File: config.mk
export PLATFORM = sky130hd
export DESIGN_NAME = vxe_vpu_cmd_sched
export DESIGN_NICKNAME = d
export VERILOG_FILES = /design/src/rtl/vxe_vpu_cmd_sched.sv
export SDC_FILE = /design/constraint.sdc
export NUM_CORES = 1
export LEC_CHECK = 0
export CORE_MARGIN = 2
export CORE_UTILIZATION = 55
export CTS_CLUSTER_SIZE = 40
export DETAILED_ROUTE_END_ITERATION = 12
export PLACE_DENSITY = 0.8
export SLEW_MARGIN = 15
export SYNTH_ARGS = -nofsm -noshare
export SYNTH_HDL_FRONTEND = slang
export SYNTH_SLANG_ARGS = --single-unit
File: constraint.sdc
create_clock -name clk -period 2.6 [get_ports clk]
set_input_delay 0.39 -clock clk [delete_from_list [all_inputs] [get_ports clk]]
set_output_delay 0.39 -clock clk [all_outputs]
set_load 0.02 [all_outputs]
File: src/rtl/vxe_vpu_cmd_sched.sv
// vxe_vpu_cmd_sched: in-order, single-issue command scheduler for the VPU ECUs.
// Commands are queued in a small FIFO, classified at pop time (register update
// vs. vector), strobed to the owning ECU for one cycle and then held on the
// shared command bus until that ECU reports done.
module vxe_vpu_cmd_sched #(
   parameter int FIFO_DEPTH = 4
) (
   input  logic        clk,
   input  logic        rst,
   input  logic        i_vld,
   output logic        o_rdy,
   input  logic [4:0]  i_op,
   input  logic [2:0]  i_th,
   input  logic [47:0] i_pl,
   output logic [4:0]  o_cmd_op,
   output logic [2:0]  o_cmd_th,
   output logic [47:0] o_cmd_pl,
   output logic        o_regu_disp,
   input  logic        i_regu_done,
   output logic        o_vec_disp,
   input  logic        i_vec_done,
   output logic        o_busy,
   output logic        o_err
);

   // Control-unit opcodes owned by the register update ECU.
   localparam logic [4:0] CU_CMD_SETACC = 5'h01;
   localparam logic [4:0] CU_CMD_SETVL  = 5'h02;
   localparam logic [4:0] CU_CMD_SETEN  = 5'h03;
   localparam logic [4:0] CU_CMD_SETRS  = 5'h04;
   localparam logic [4:0] CU_CMD_SETRT  = 5'h05;
   localparam logic [4:0] CU_CMD_SETRD  = 5'h06;

   localparam int AW = $clog2(FIFO_DEPTH);
   localparam int CW = AW + 1;
   localparam int EW = 5 + 3 + 48;
   localparam logic [CW-1:0] FULL_CNT = CW'(FIFO_DEPTH);

   localparam logic [1:0] S_IDLE = 2'd0;
   localparam logic [1:0] S_DISP = 2'd1;
   localparam logic [1:0] S_WAIT = 2'd2;

   logic [EW-1:0] mem [FIFO_DEPTH];
   logic [AW-1:0] wr_ptr;
   logic [AW-1:0] rd_ptr;
   logic [CW-1:0] count;
   logic [1:0]    state;
   logic          cls_regu;
   logic          push;
   logic          pop;
   logic          fifo_nempty;
   logic          done_ok;
   logic          done_bad;
   logic [EW-1:0] head;

   function automatic logic is_regu(input logic [4:0] op);
      case (op)
         CU_CMD_SETACC, CU_CMD_SETVL, CU_CMD_SETEN,
         CU_CMD_SETRS, CU_CMD_SETRT, CU_CMD_SETRD: is_regu = 1'b1;
         default:                                  is_regu = 1'b0;
      endcase
   endfunction

   // Ready comes from the registered count only; a same-cycle pop does not
   // open a slot for a push while full.
   assign o_rdy       = (count != FULL_CNT);
   assign fifo_nempty = (count != '0);
   assign push        = i_vld & o_rdy;
   assign head        = mem[rd_ptr];

   // Done from the ECU that owns the in-flight command advances the FSM;
   // anything else is a protocol violation.
   assign done_ok  = (state == S_WAIT) & (cls_regu ? i_regu_done : i_vec_done);
   assign done_bad = (state == S_WAIT) ? (cls_regu ? i_vec_done : i_regu_done)
                                       : (i_regu_done | i_vec_done);

   // Pop only from IDLE, or from WAIT on the matching done.
   assign pop = fifo_nempty & ((state == S_IDLE) | done_ok);

   assign o_regu_disp = (state == S_DISP) &  cls_regu;
   assign o_vec_disp  = (state == S_DISP) & ~cls_regu;
   assign o_busy      = fifo_nempty | (state != S_IDLE);

   // FIFO storage; contents need no reset since count gates visibility.
   always_ff @(posedge clk) begin
      if (push) mem[wr_ptr] <= {i_op, i_th, i_pl};
   end

   // FIFO pointers and occupancy; pointers wrap naturally (power-of-two depth).
   always_ff @(posedge clk) begin
      if (rst) begin
         wr_ptr <= '0;
         rd_ptr <= '0;
         count  <= '0;
      end else begin
         if (push) wr_ptr <= wr_ptr + AW'(1);
         if (pop)  rd_ptr <= rd_ptr + AW'(1);
         case ({push, pop})
            2'b10:   count <= count + CW'(1);
            2'b01:   count <= count - CW'(1);
            default: count <= count;
         endcase
      end
   end

   // Dispatch FSM: latch head and class at pop, strobe once, hold until done.
   always_ff @(posedge clk) begin
      if (rst) begin
         state    <= S_IDLE;
         cls_regu <= 1'b0;
         o_cmd_op <= '0;
         o_cmd_th <= '0;
         o_cmd_pl <= '0;
      end else begin
         if (pop) begin
            {o_cmd_op, o_cmd_th, o_cmd_pl} <= head;
            cls_regu <= is_regu(head[EW-1 -: 5]);
         end
         case (state)
            S_IDLE:  if (pop) state <= S_DISP;
            S_DISP:  state <= S_WAIT;
            S_WAIT:  if (done_ok) state <= pop ? S_DISP : S_IDLE;
            default: state <= S_IDLE;
         endcase
      end
   end

   // Sticky protocol error, cleared only by reset.
   always_ff @(posedge clk) begin
      if (rst)           o_err <= 1'b0;
      else if (done_bad) o_err <= 1'b1;
   end

endmodule

[Yosys cells after proc, flatten, opt, wreduce, memory -nomap -nowiden]
Memories as Yosys holds them, arrays and structs flattened. A register that Yosys moved wholly into a read port is not among the register bits.
Cells that the tools add are included.
Storage, ports and cells
  bits of input ports: 61
  memories: 1
  output and inout port bits: 61
  register bits: 67
  logic and storage cells: 55
  memory bits (writable): 224
Operators by class
  multiplexer cells: 13
  bitwise operators: 9
  reduce and logical (&&, ||, !) cells: 6
  equal/unequal tests: 13
  add/subtract/negate cells: 4
Memories
  mem: words 4, bits a word 56, rd ports 1, clocked after Yosys merged registers in 1, wr ports 1, line 43  | logic [EW-1:0] mem [FIFO_DEPTH];
Operators with widths (number)
  $eq A5 B3 Y1 const B: 3
  $eq A5 B2 Y1 const B: 2
  $mux W2: 4
  $mux W1: 7
  $pmux W2 S3: 1
  $pmux W3 S2: 1
  $reduce_or A6 Y1: 1
  $and A1 B1 Y1: 5
  $eq A5 B1 Y1 const B: 1
  $add A2 B1 Y2 const B: 2
  $eq A2 B1 Y1 const B: 2
  $eq A2 B2 Y1 const B: 2
  $ne A2 B2 Y1 const B: 2
  $reduce_bool A2 Y1: 2
  $add A3 B1 Y3 const B: 1
  $ne A3 B3 Y1 const B: 1
  $or A1 B1 Y1: 3
  $reduce_bool A3 Y1: 1
  $sub A3 B1 Y3 const B: 1
  $logic_not A2 Y1: 1
  $reduce_and A2 Y1: 1
  $not A1 Y1: 1

[Longest topological paths before layout]
Gate-level depths: netlist of run 1.
  word-level depth: 7
  gate-level depth with buffers: 10

[Worst setup path after synthesis of run 1]
No wires, ideal clock.
  path kind: register to register
  from: register count[0]
  to: memory mem[0][0] (netlist bit) (enable)
  data arrival time: 2.098 ns
  path buffers: 0
  slack: 0.082 ns
  stages on the path, launching flop included: 3
  library setup time: 0.420 ns
  cells stage by stage: dfxtp_1 > or3b_1 > and3_1
Between the ends
  word-level cells in the longest chain between the ends: 4
RTL lines
  start, declared: line 46  | logic [CW-1:0] count;
  start signal, assigned: line 99  | 2'b10: count <= count + CW'(1);
  start signal, assigned: line 100  | 2'b01: count <= count - CW'(1);
  start signal, assigned: line 101  | default: count <= count;
  $ne A3 B3 Y1: line 66  | assign o_rdy = (count != FULL_CNT);
  via o_rdy: line 11  | output logic o_rdy,
  $and A1 B1 Y1: line 68  | assign push = i_vld & o_rdy;
  $mux W1: line 86  | if (push) mem[wr_ptr] <= {i_op, i_th, i_pl};
  $mux W1 (implied by the code): line 86
  end, declared: line 43
The timed path passes the listed nets, and every way through them passes these cells.

[Final worst setup path of run 1]
  from: register count[0]
  to: output port o_rdy
Between the ends
  word-level cells in the longest chain between the ends: 1
RTL lines (line)
  $ne A3 B3 Y1: 66
  end, declared: 11
Every way passes these cells.

==> results of run 1 <==
[sequential cells by signal, indices dropped and copies added (netlist names), named ones only]
signal,count
mem,224
o_cmd_pl,48
o_cmd_op,5
count,3
o_cmd_th,3
rd_ptr,2
state,2
wr_ptr,2
cls_regu,1
o_err,1
[cell families after synthesis]
logic type      Yosys count  share of synthesized area (%)
flops                   293                           76.6
simple gates            138                           5.19
compound gates           67                           3.30
mux                      59                           12.2
buf+inv                  40                           1.62
fa+ha+maj                 6                          0.780
xor+xnor                  4                          0.331
[metrics by stage]
step | utilization (%) | area, µm² | hold WS (ns)
final | 69.4 | 13000 | 0.324
after global routing | 69.4 | 13000 | 0.321
after CTS | 69.4 | 13000 | 0.306
after detailed placement | 64.7 | 12100 | 0.450
after global placement | 64.7 | 12100 | 0.444
after floorplan | - | 10600 | 0.460
[worst max-delay path, cell delays in order, from the launching register on]
cell	delay [ns]
dfxtp_1	0.36
or3b_1	0.47
clkdlybuf4s50_1	0.58
[worst max path at each step]
stage / start / slack [ns] / to / cells past startpoint
2_1_floorplan: count[0] / 0.08 / mem[0][0] / 2
3_3_place_gp: i_regu_done / 0.14 / count[2] / 9
3_5_place_dp: i_regu_done / 0.05 / count[2] / 9
4_1_cts: count[0] / 0.25 / o_rdy / 2
5_1_grt: count[0] / 0.19 / count[2] / 8
6_report: count[0] / 0.27 / o_rdy / 2
[cells in the mapped netlist]
master    number  area, µm²
o31ai_1        1       7.51
or3b_1         1       8.76
dfxtp_1       69       1380
inv_2          1       3.75
buf_4          2       15.0
nor3_1         3       15.0
nand3_1        1       5.00
mux2i_1        3       30.0
or4_1          1       7.51
inv_1          6       22.5
and3_1         4       25.0
clkbuf_1      20       75.1
and2_1         1       6.26
mux4_2        56       1260
xor2_1         1       8.76
o32ai_1        1       8.76
or3_1          2       12.5
a31oi_1        1       6.26
a211o_1        1       8.76
buf_2         11       55.1
nand2_1      115        432
a21oi_1       60        300
o21ai_0        2       10.0
nor2_1        10       37.5
xnor2_1        3       26.3
a211oi_1       1       7.51
ha_1           5       62.6
fa_1           1       20.0
edfxtp_1     224       6730
[cell type report]
| type | instances | area, µm² | area share, % |
|---|---|---|---|
| timing repair buffer | 137 | 1400 | 10.8 |
| antenna | 1 | 2.50 | 0.0192 |
| sequential | 293 | 8110 | 62.3 |
| inverter | 7 | 26.3 | 0.202 |
| tap | 234 | 293 | 2.25 |
| clock inverter | 9 | 43.8 | 0.336 |
| clock buffer | 43 | 828 | 6.36 |
| multi-input combinational | 274 | 2310 | 17.8 |
[where the power goes]
part	total (W)	switching, W	internal, W
Sequential	0.00640	0.000487	0.00591
Combinational	0.00394	0.00213	0.00182
Clock	0.00377	0.00159	0.00218
[layer usage]
metal  vias to the layer above  share of wire (%)
met2                       194                 52
met3                        37                5.5
li1                       2574                  -
met4                         0                2.5
met5                         -                  0
met1                      2910                 40
==> key figures, run 1 <==
Run status
  • Outcome: complete, no violations

Die
  • I/O Pins: roughly 120
  • Die width: 143 µm
  • Die Y: approximately 140 µm
  • Core region area: roughly 19000 µm²
  • Die Area: approximately 20000 µm²
  • Initial core utilization: around 56%
  • Std-Cell Rows: 50

Worst setup path
  • R2R depth: 8
  • Max Fanout on Critical Path: 6
  • Crit. End Element: output pin
  • Worst r2r dst: count[2]
  • Crit path launch type: flop
  • CP Class: flop to output pin
  • CP required: between 2 and 2.5 ns
  • R2r startpoint: count[0]
  • Reg2Reg Setup Slack: roughly 0.34 ns
  • CP arrival: approximately 1.9 ns

Logic synthesis
  • Synthesis Warnings: 0
  • Syn Area/Cell: 17.4 µm²
  • #FFs+latches synth: between 200 and 300
  • Post-Synthesis Cells: between 600 and 700
  • Synthesized area: around 11000 µm²
  • Synth unique cells: 29
  • Register area share after synthesis: between 70% and 80%
  • Syn nets: 674

Placed design
  • Pre-CTS WS: 0.0524 ns
  • Placed insts: 945
  • Port bufs: roughly 120
  • Detailed Place HPWL: ~12 mm
  • GPL Wtd Cong: 0.770

Route
  • 1st-iter DRT viols: slightly below 400
  • DR vias/cell: around 5.7
  • Final WL: around 20 mm
  • Router iterations before antenna repair: 5
  • Post-route ant nets: 0
  • Post-route DRC: 0
  • Drt wl/cell: 20.5 µm
  • Vias: around 5700

STA
  • Fin Clk Skew: between 0.008 and 0.009 ns
  • RSZ-0062 raised after global routing: false
  • Final period utilization: between 80% and 90%
  • Final hold vios: 0
  • Worst-Margin Slew: around 0.74 ns
  • Worst setup margin: 0.270 ns
  • Max-slew headroom: 50.6%
  • Final slew viol count: 0
  • Final setup viols: 0
  • Maximum clock frequency: ~430 MHz
  • Setup TNS: 0 ns
  • Tmin final: 2.33 ns

Clock network
  • Postcts setup bufs: 0
  • Post_cts resized: 0
  • Worst-skew pair later-pin latency: about 0.53 ns
  • CTS Buf Count: 28
  • # H-tree levels: 1
  • CTS tree: built
  • Post-CTS Hold Fix Bufs: 0
  • Clk sink count: slightly below 300
  • Clock root cell: clkbuf_16
  • Clock transition at path regs: approximately 0.060 ns
  • CTS Buffer Depth: 3

Hold path
  • Hold EP: o_cmd_pl[11]
  • Class of the worst hold path: input pin to flop
  • WHS Path Cells: 2
  • Min-delay src: rst

Finish
  • Layout cell share with drive strength beyond 1: between 10% and 20%
  • Fillers: between 1000 and 1500
  • Layout area overhead: 23.0%
  • Most frequent cells in the layout: 224 x edfxtp_1, 120 x clkdlybuf4s50_1, 115 x nand2_1
  • Commonest non-fill, non-tap cell in the layout: edfxtp_1
  • Final std cells w/o fill: approximately 1000
  • # nets final: 808

Global routing
  • GR Layer Usage met2: between 30% and 40%
  • Antenna violations before repair: 0
  • Total track usage: between 20% and 30%
  • Grt total ovfl: 0
  • Vias in the first global route: roughly 6000
  • Largest net degree at the start of global routing: between 50 and 60
  • Wire length of the first global-routing pass: between 30 and 40 mm
  • GR peak layer: met2
  • M3 GR Usage: under 10%
  • Met1 usage: around a quarter

Pwr
  • PD cells: roughly 1100 nW/µm²
  • Max IR drop VDD: ~0.00062 V
  • Design Power: around 0.014 W
  • Pleak: about 4.3 nW

Flow run
  • Max-cap violation count: 0
No activity file was read; power rests on OpenSTA's default activity.
==> run 2: changes to the inputs <==
Settings changed: CTS_CLUSTER_DIAMETER set to 30.
==> key figures, run 2 (synthesized netlist as in run 1, its figures left out) <==
Global routing
  • Largest net degree at the start of global routing: 59
  • Total track usage: 21.1%
  • Grt total ovfl: 0
  • Wire length of the first global-routing pass: 32.6 mm
  • Antenna violations before repair: 0
  • Vias in the first global route: 6046

STA
  • Fin Clk Skew: about 0.014 ns
  • Maximum clock frequency: 432 MHz
  • Final setup viols: 0
  • Final slew viol count: 0
  • Max-slew headroom: around 53%
  • Worst-Margin Slew: ~0.71 ns
  • RSZ-0062 raised after global routing: false
  • Final period utilization: between 80% and 90%
  • Tmin final: between 2 and 2.5 ns
  • Worst Hold Slack: 0.332 ns
  • Final hold vios: 0
  • Setup TNS: 0 ns

Worst setup path
  • Slowest CP cell: clkdlybuf4s50_1
  • CP arrival: a little under 2 ns
  • Slowest stage delay, CP: about 0.59 ns
  • Top delay family on crit path: buffers and inverters
  • WP depth: 2
  • CP Class: flop to output pin
  • Worst-path cell chain: or3b_1, clkdlybuf4s50_1
  • Crit path launch type: flop
  • Crit. End Element: output pin
  • R2R depth: 8
  • CP required: 2.21 ns
  • Buf+Inv Stages, Crit Path: 1
  • Max Fanout on Critical Path: 6

Pwr
  • Design Power: approximately 0.016 W
  • PD cells: ~1200 nW/µm²
  • Pleak: about 4.5 nW
  • Max IR drop VDD: between 0.0006 and 0.0007 V

Clock network
  • Clock root cell: clkbuf_16
  • Post-CTS Hold Fix Bufs: 0
  • Worst-skew pair later-pin latency: between 0.5 and 0.6 ns
  • # H-tree levels: 2
  • Postcts setup bufs: 0
  • CTS Buffer Depth: 3
  • CTS Buf Count: 42
  • CTS tree: built
  • Clk sink count: 293
  • Post_cts resized: 0
  • Clock transition at path regs: approximately 0.050 ns

Finish
  • Seq. cell area: between 8000 and 9000 µm²
  • Fillers: approximately 1100
  • Area taken by multi-input logic gates: between 2000 and 2500 µm²
  • Layout area overhead: 28.1%
  • Max reg flops: 224
  • N_diodes: 0
  • # nets final: 822
  • Final core occ: around 72%
  • Register name with the most flops: mem
  • Top flop regs: mem (224), o_cmd_pl (48), o_cmd_op (5)
  • Most frequent cells in the layout: 224 x edfxtp_1, 120 x clkdlybuf4s50_1, 115 x nand2_1
  • Layout cell share with drive strength beyond 1: 18.9%
  • Final std cells w/o fill: between 1000 and 1500
  • Commonest non-fill, non-tap cell in the layout: edfxtp_1

Placed design
  • Port bufs: about 120
  • Placed insts: between 900 and 1000
  • Detailed Place HPWL: 12.3 mm
  • GPL Wtd Cong: 0.770

Route
  • Post-route DRC: 0
  • Drt wl/cell: approximately 21 µm
  • Router iterations before antenna repair: 4
  • Vias: between 5000 and 6000
  • 1st-iter DRT viols: 330
  • Met1 wire length: 8.40 mm
  • Post-route ant nets: 0
  • Final WL: approximately 21 mm
  • Top Metal Used: met4
  • DR vias/cell: about 5.7
  • DR WL met2: 10.8 mm
  • Wire length on met3: around 1.3 mm

Flow run
  • Max-cap violation count: 0

Die
  • Initial core utilization: between 50% and 60%
  • Die Y: 143 µm
  • Die Area: about 20000 µm²
  • Std-Cell Rows: 50
  • Core region area: 18800 µm²
  • Die width: 143 µm
  • I/O Pins: 122

Hold path
  • Class of the worst hold path: input pin to flop
  • WHS Path Cells: 2

Run status
  • Outcome: complete, no violations
## run 2: cell types whose count changed in the layout (fill, tap and decap cells not counted)
cell        change
diode_2         -1
clkinvlp_4      +1
clkbuf_1        -3
bufinv_16       +4
inv_8           +2
clkbuf_16      +15
clkinv_1        -1
clkinv_4        +4
clkbuf_8        -3
inv_4           +2
clkinv_2        -1
inv_6           +4
## run 2: path summary, 6_finish.rpt
check,from,to,slack [ns]
worst min register to register,o_cmd_pl[5],o_cmd_pl[5],0.45
worst max register to register,count[0],count[2],0.35
worst min-delay path,rst,o_cmd_pl[5],0.33
worst max-delay path,count[0],o_rdy,0.28
## run 2: stage by stage
step | area (µm²) | setup slack, ns
6_report | 13600 | 0.284
5_1_grt | 13600 | 0.218
4_1_cts | 13600 | 0.281
3_5_place_dp | 12100 | 0.0524
3_3_place_gp | 12100 | 0.141
2_1_floorplan | 10600 | 0.0817
## run 2: area by class of cell
class | instances | area share, %
well taps | 234 | 2.16
repair buffers | 137 | 10.3
multi-input cells | 274 | 17.1
flip-flops and latches | 293 | 59.8
inverters | 7 | 0.194
clock buffers | 52 | 8.49
clock inverters | 24 | 1.97
## run 2: metal layers
| metal | vias up | track usage [%] |
|---|---|---|
| met5 | - | 0 |
| met4 | 0 | 8.44 |
| met3 | 45 | 4.12 |
| met2 | 222 | 35.4 |
| met1 | 2930 | 27.5 |
| li1 | 2616 | - |
## run 2: where the power goes
part / internal (W) / switching, W
combinational: 0.00181 / 0.00215
clock: 0.00358 / 0.00199
sequential: 0.00592 / 0.000484
total: 0.0113 / 0.00462
